### src/rtl/riscv_wb_arb2.sv
// Two-master (instruction/data) to one-slave classic Wishbone arbiter with
// fixed data priority or round-robin grant, plus a bus-timeout watchdog.
module riscv_wb_arb2 #(
  parameter int unsigned DPRIO   = 1,
  parameter int unsigned TIMEOUT = 255
) (
  input  logic        clk_i,
  input  logic        rst_n_i,
  input  logic        m0_cyc_i,
  input  logic        m0_stb_i,
  input  logic [31:0] m0_adr_i,
  output logic [31:0] m0_dat_o,
  output logic        m0_ack_o,
  output logic        m0_err_o,
  input  logic        m1_cyc_i,
  input  logic        m1_stb_i,
  input  logic        m1_we_i,
  input  logic [3:0]  m1_sel_i,
  input  logic [31:0] m1_adr_i,
  input  logic [31:0] m1_dat_i,
  output logic [31:0] m1_dat_o,
  output logic        m1_ack_o,
  output logic        m1_err_o,
  output logic        s_cyc_o,
  output logic        s_stb_o,
  output logic        s_we_o,
  output logic [3:0]  s_sel_o,
  output logic [31:0] s_adr_o,
  output logic [31:0] s_dat_o,
  input  logic [31:0] s_dat_i,
  input  logic        s_ack_i,
  input  logic        s_err_i
);

  localparam int unsigned CW = (TIMEOUT == 0) ? 1 : $clog2(TIMEOUT + 1);

  typedef enum logic [1:0] {IDLE, GNT_I, GNT_D} state_t;

  state_t        r_state;
  state_t        w_next;
  logic          r_rr_last;
  logic          r_rr_seen;
  logic [CW-1:0] r_tmo_cnt;
  logic          w_gnt;
  logic          w_resp;
  logic          w_tmo;
  logic          w_pick_d;

  assign w_gnt  = (r_state != IDLE);
  assign w_resp = s_ack_i | s_err_i;
  // A response in the timeout cycle wins over the watchdog.
  assign w_tmo  = (TIMEOUT != 0) && w_gnt && !w_resp && (r_tmo_cnt == CW'(TIMEOUT));

  // rr_last resets to 0 but no master has been granted yet, so the first
  // round-robin conflict must go to M0; r_rr_seen tracks that case.
  assign w_pick_d = (DPRIO != 0) || (r_rr_seen && !r_rr_last);

  always_comb begin
    w_next = r_state;
    case (r_state)
      IDLE: begin
        if (m0_cyc_i && m1_cyc_i) w_next = w_pick_d ? GNT_D : GNT_I;
        else if (m0_cyc_i)        w_next = GNT_I;
        else if (m1_cyc_i)        w_next = GNT_D;
      end
      GNT_I:   if (!m0_cyc_i || w_tmo) w_next = IDLE;
      GNT_D:   if (!m1_cyc_i || w_tmo) w_next = IDLE;
      default: w_next = IDLE;
    endcase
  end

  always_ff @(posedge clk_i or negedge rst_n_i) begin
    if (!rst_n_i) begin
      r_state   <= IDLE;
      r_rr_last <= 1'b0;
      r_rr_seen <= 1'b0;
      r_tmo_cnt <= '0;
    end else begin
      r_state <= w_next;
      if (r_state == IDLE && w_next == GNT_I) begin
        r_rr_last <= 1'b0;
        r_rr_seen <= 1'b1;
      end else if (r_state == IDLE && w_next == GNT_D) begin
        r_rr_last <= 1'b1;
        r_rr_seen <= 1'b1;
      end
      if (r_state == IDLE || w_resp || w_tmo) r_tmo_cnt <= '0;
      else if (s_stb_o && TIMEOUT != 0)       r_tmo_cnt <= r_tmo_cnt + CW'(1);
    end
  end

  always_comb begin
    s_cyc_o = 1'b0;
    s_stb_o = 1'b0;
    s_we_o  = 1'b0;
    s_sel_o = '0;
    s_adr_o = '0;
    s_dat_o = '0;
    case (r_state)
      GNT_I: begin
        s_cyc_o = m0_cyc_i;
        s_stb_o = m0_stb_i;
        s_sel_o = '1;
        s_adr_o = m0_adr_i;
      end
      GNT_D: begin
        s_cyc_o = m1_cyc_i;
        s_stb_o = m1_stb_i;
        s_we_o  = m1_we_i;
        s_sel_o = m1_sel_i;
        s_adr_o = m1_adr_i;
        s_dat_o = m1_dat_i;
      end
      default: ;
    endcase
  end

  assign m0_ack_o = s_ack_i & (r_state == GNT_I) & m0_stb_i;
  assign m1_ack_o = s_ack_i & (r_state == GNT_D) & m1_stb_i;
  assign m0_err_o = (s_err_i & (r_state == GNT_I) & m0_stb_i) | (w_tmo & (r_state == GNT_I));
  assign m1_err_o = (s_err_i & (r_state == GNT_D) & m1_stb_i) | (w_tmo & (r_state == GNT_D));

  // Read data is held at 0 while reset is asserted.
  assign m0_dat_o = rst_n_i ? s_dat_i : '0;
  assign m1_dat_o = rst_n_i ? s_dat_i : '0;

endmodule

### config.mk
export PLATFORM = sky130hd
export DESIGN_NAME = riscv_wb_arb2
export DESIGN_NICKNAME = d
export VERILOG_FILES = /design/src/rtl/riscv_wb_arb2.sv
export SDC_FILE = /design/constraint.sdc
export NUM_CORES = 1
export LEC_CHECK = 0
export CORE_AREA = 2 2 110 112
export CTS_CLUSTER_SIZE = 24
export DETAILED_ROUTE_END_ITERATION = 10
export DIE_AREA = 0 0 112 114
export PLACE_DENSITY = 0.7
export SYNTH_ARGS = -nofsm -noshare
export SYNTH_HDL_FRONTEND = slang
export SYNTH_SLANG_ARGS = --single-unit
### constraint.sdc
create_clock -name clk_i -period 2.05 [get_ports clk_i]
set_input_delay 0.41 -clock clk_i [delete_from_list [all_inputs] [get_ports clk_i]]
set_output_delay 0.41 -clock clk_i [all_outputs]
set_load 0.05 [all_outputs]
* After elaboration in Yosys (flattened, before gate mapping)
Cells that the tools add are included.
Operators by class: muxes and demuxes 15, bitwise logic cells 13, equality and inequality tests 6, reduce and logical (&&, ||, !) cells 14, $add $sub $neg 1
Operators by type and width (count):
- 32-bit two-way mux | 2
- 32-bit one-hot mux with 2 select lines | 1
- 8-bit two-way mux | 2
- 1-bit bitwise AND | 10
- 2-bit two-way mux | 5
- 8-bit by 1-bit adder with 8-bit output (second input constant) | 1
- 8-bit == test (second input constant) | 1
- 4-bit one-hot mux with 2 select lines | 1
- 2-bit one-hot mux with 3 select lines | 1
- 1-bit logical OR | 4
- 2-bit != test (second input constant) | 2
- 4-bit != test (second input constant) | 1
- 1-bit one-hot mux with 2 select lines | 2
- 2-bit nonzero test | 2
- 1-bit logical AND | 3
- 1-bit zero test | 3
- 1-bit bitwise OR | 3
- 3-bit AND reduction | 1
- 2-bit by 1-bit == test with 1-bit output (second input constant) | 1
- 2-bit == test (second input constant) | 1
- 2-bit zero test | 1
- 1-bit two-way mux | 1
Storage, ports and cells: register bits 10, word-level logic and storage cells 51, output and inout bits 139, input bits 141

* Longest topological paths before layout
depth in word-level cells 7, gate-level depth with buffers 8, gate-level depth less buffers 6

* Least setup slack after synthesis
No wires, ideal clock.
kind register -> output, from register r_state[0], to output m0_err_o, path buffers 0, required time 1640 ps, cell stages (with the launch flop) 6, arrival time 2237 ps, path slack -597 ps, cells stage by stage dfrtp_1 > inv_1 > ha_1 > nor3_1 > nand4_1 > a21boi_0
On the way: word-level cells in the longest chain between the ends 5, elaborated cells between the ends (all ways) 8, classes of those cells eq/ne: 1; bitwise: 4; reduce/logical: 3
Ends and longest elaborated chain:
- from (decl) | line 39 | state_t r_state;
- from (signal assigned) | line 79 | r_state <= w_next;
- 2-bit nonzero test | line 49 | assign w_gnt = (r_state != IDLE);
- 1-bit logical AND (2 in series) | line 52 | assign w_tmo = (TIMEOUT != 0) && w_gnt && !w_resp && (r_tmo_cnt == CW'(TIMEOUT));
- 1-bit bitwise AND | line 120 | assign m0_err_o = (s_err_i & (r_state == GNT_I) & m0_stb_i) | (w_tmo & (r_state == GNT_I));
- 1-bit bitwise OR * | line 120
- to (decl) | line 14 | output logic m0_err_o,
Mark *: on every way between the ends. The rest lies on a longest branch, timed or not.

* Worst setup path after layout
from register r_state[1], to output m1_err_o
On the way: word-level cells in the longest chain between the ends 5, elaborated cells between the ends (all ways) 8, classes of those cells eq/ne: 1; bitwise: 4; reduce/logical: 3
Ends and longest elaborated chain:
- 2-bit nonzero test | line 49
- 1-bit logical AND (2 in series) | line 52
- 1-bit bitwise AND | line 121 | assign m1_err_o = (s_err_i & (r_state == GNT_D) & m1_stb_i) | (w_tmo & (r_state == GNT_D));
- 1-bit bitwise OR * | line 121
- to (decl) | line 23 | output logic m1_err_o,
Marks and branches as above.

==> metrics <==
PnR worst setup slack -0.0459 ns; total track usage 15.2%; total grt overflow 0; switching pwr 3.50 mW; type of destination of the critical path output port; critical path type flip-flop to output port; Slew @ Worst Pin 0.251 ns; pwr/cell area 1090 nW/um^2; max_cap viols 0; status finished, violations left; FILL cells 940; Async S/R FF share, synth 100%; Layout area overhead 257%; Worst EP required 1.64 ns; WL/cell 16.3 um; post-layout util 58.0%; Initial Util between 10% and 20%; IO Count 280; Post-Syn Instances 267; Vias/cell 4.41; Top delay family on crit path flip-flops; CP arrival 1.69 ns; clock latency on the worst-skew pair 0.24 ns; antenna cells 0; Slowest-stage cell, CP dfrtp_1; Most used DFF post-synth dfrtp_1; fmax 477 MHz; crit path cell chain inv_2, ha_4, nor3_4, nand4_1, a21boi_2, buf_12; multi-input logic area 1740 sq um; Die W between 100 and 150 um; Buf/Inv on CP 2; leakage power 2.66 nW; failing checks setup timing; first-pass GRT wire length 15.6 mm; synthesized flop and latch total 10; share of power burned in registers 3.2%; top area cells in the synthesized netlist and2_1 22%, dfrtp_1 13%, a22oi_1 13%, buf_4 13%, nor2b_1 12%; Fin. Hold Viols 0; CP peak stage delay 0.38 ns; sequential fraction of the synthesis area around an eighth; Tmin final ~2.1 ns; yosys warns 0; Setup WS pre-CTS -0.0929 ns; Comb power frac 92.2%; IO Port Bufs approximately 280; Clock transition at path regs 0.04 ns; area leader, netlist and2_1; RSZ-0062 raised after global routing true; share of cells above drive strength 1 48.1%; Clock Root Buffer clkbuf_16; hpwl dp 9.10 mm; Setup violations, final 8; clock sinks 10; switching share of power a little under half; CTS tree built; Die ar. 12,800 sq um; Final Max Tran Viols 0; H-tree depth 1; EDFF count, synth 0; synthesized net count 412; Max VDD drop just under 0.8 mV; DR DRC count 0; Layout Nets about 670; Syn Area/Cell 7.12 sq um; crit path max fanout 3; hold buffers post-CTS 0; GP Congestion 0.860; Hold Slack 0.556 ns; pin count of the biggest net entering global routing 37; Max Clock Skew 0.00428 ns; vias in the first global route just under 3k; Synth cell types 30; Internal 3.89 mW; Site Rows 40; CTS Buffer Depth 2; Routed Wire Length 11.0 mm; initial DRC count 83; Die H between 100 and 150 um; Tcrit/Tclk final 102%; post-synth top area share a little over a fifth; ANT nets after route 0; Clock power frac 4.6%; CP Launch Type flip-flop; initial antenna violation count 0; number of buffers created by CTS 3; relative slew slack ~83%; TritonRoute pass-1 iters 4; core box area 11,700 sq um; mapped cell area 1900 sq um; register area 250 sq um; via count about 3.0k; Hold Crit Class flip-flop to flip-flop
## routing by layer
metal  wire length, um  global-route usage, %  up-vias
li1                  -                      -     1392
met2              6060                   30.7      189
met5                 0                      0        -
met4               210                   3.09        0
met3              1140                   4.68       20
met1              3570                   15.3     1370
## synth_stat cells (2+ instances only)
library cell and count:
buf_2 4, a21oi_1 9, nand3b_1 3, dfrtp_1 10
or3_1 4, inv_1 4, nand2_1 10, nor2b_1 36
nor2_1 3, nand3_1 6, and3_1 4, clkbuf_1 16
buf_4 33, xor2_1 2, o21ai_0 4, a21boi_0 4
a22oi_1 33, and2_1 66, nor3b_1 2, ha_1 4
## registers in the layout (all words and copies together), names as in the netlist
register and count:
r_tmo_cnt 8, r_state 2
## path summary, 6_finish.rpt
check / cells past startpoint / start / slack, ns / end
setup / recovery: 6 / r_state[1] / -0.05 / m1_err_o
hold / removal: 2 / r_tmo_cnt[4] / 0.56 / r_tmo_cnt[4]
setup reg to reg: 9 / r_state[0] / 0.16 / r_tmo_cnt[7]
hold reg to reg: 2 / r_tmo_cnt[4] / 0.56 / r_tmo_cnt[4]
max in group asynchronous: 3 / rst_n_i / 1.20 / r_tmo_cnt[4]
min in group asynchronous: 3 / rst_n_i / 0.71 / r_tmo_cnt[6]
## final cells by class
class,count,area share [%]
clock buffer,3,1.11
tap,147,2.71
multi-input combinational,200,25.6
timing repair buffer,309,66.6
inverter,4,0.221
sequential,10,3.69
## layout by cell type, fill, tap and decap left out, drive strengths merged, types with 2 or more instances in the layout
master         netlist  routed
nor2                 3       3
clkbuf              16       5
clkdlybuf4s50        0     138
dlygate4sd2          0       2
and3                 4       4
or3                  4       4
and2                66      66
xor2                 2       2
inv                  4       4
nand3b               3       3
nand3                7       7
nor3b                2       2
a21boi               4       4
ha                   4       4
buf                 37     166
o21ai                4       4
nor2b               36      36
a22oi               33      33
nand2               10      10
dfrtp               10      10
a21oi                9       9
## logic make-up (layout without fill, tap and decap cells)
logic type | after synthesis | after routing | synth area share [%]
buffers and inverters | 57 | 316 | 18.0
XOR/XNOR | 3 | 3 | 1.38
AO/OA/AOI/OAI | 55 | 55 | 20.7
AND/OR/NAND/NOR | 138 | 138 | 44.1
flip-flops | 10 | 10 | 13.2
adder cells (fa/ha/maj) | 4 | 4 | 2.63
## worst min-delay path, cell delays in order (launching register included)
cell,delay [ns]
dfrtp_1,0.35
or3_1,0.11
a21oi_1,0.05
## metrics by stage
stage / power (mW) / cells / instance area, sq um / TNS [ns]
2_1_floorplan: 3.53 / 267 / 2090 / -0.447
3_3_place_gp: 6.31 / 655 / 6300 / -0.144
5_1_grt: 7.67 / 673 / 6790 / -3.07
4_1_cts: 6.92 / 661 / 6470 / -0.520
3_5_place_dp: 6.39 / 655 / 6300 / -0.184
6_report: 7.39 / 673 / 6790 / -0.120
## power groups by stage
stage               Sequential, mW  Clock [mW]  Combinational [mW]
floorplan                    0.231           0                3.30
global placement             0.233           0                6.08
detailed placement           0.235           0                6.16
CTS                          0.233       0.346                6.34
global route                 0.237       0.353                7.08
finish                       0.234       0.340                6.81
## repair_timing
action                                  4_1_cts  5_1_grt
endpoints found under the setup margin       37       70
buffers inserted                              2       10
pin swaps                                     4        7
resized for setup                            14       40
gates cloned                                  1        2
Power figures use the tool's default switching activity.
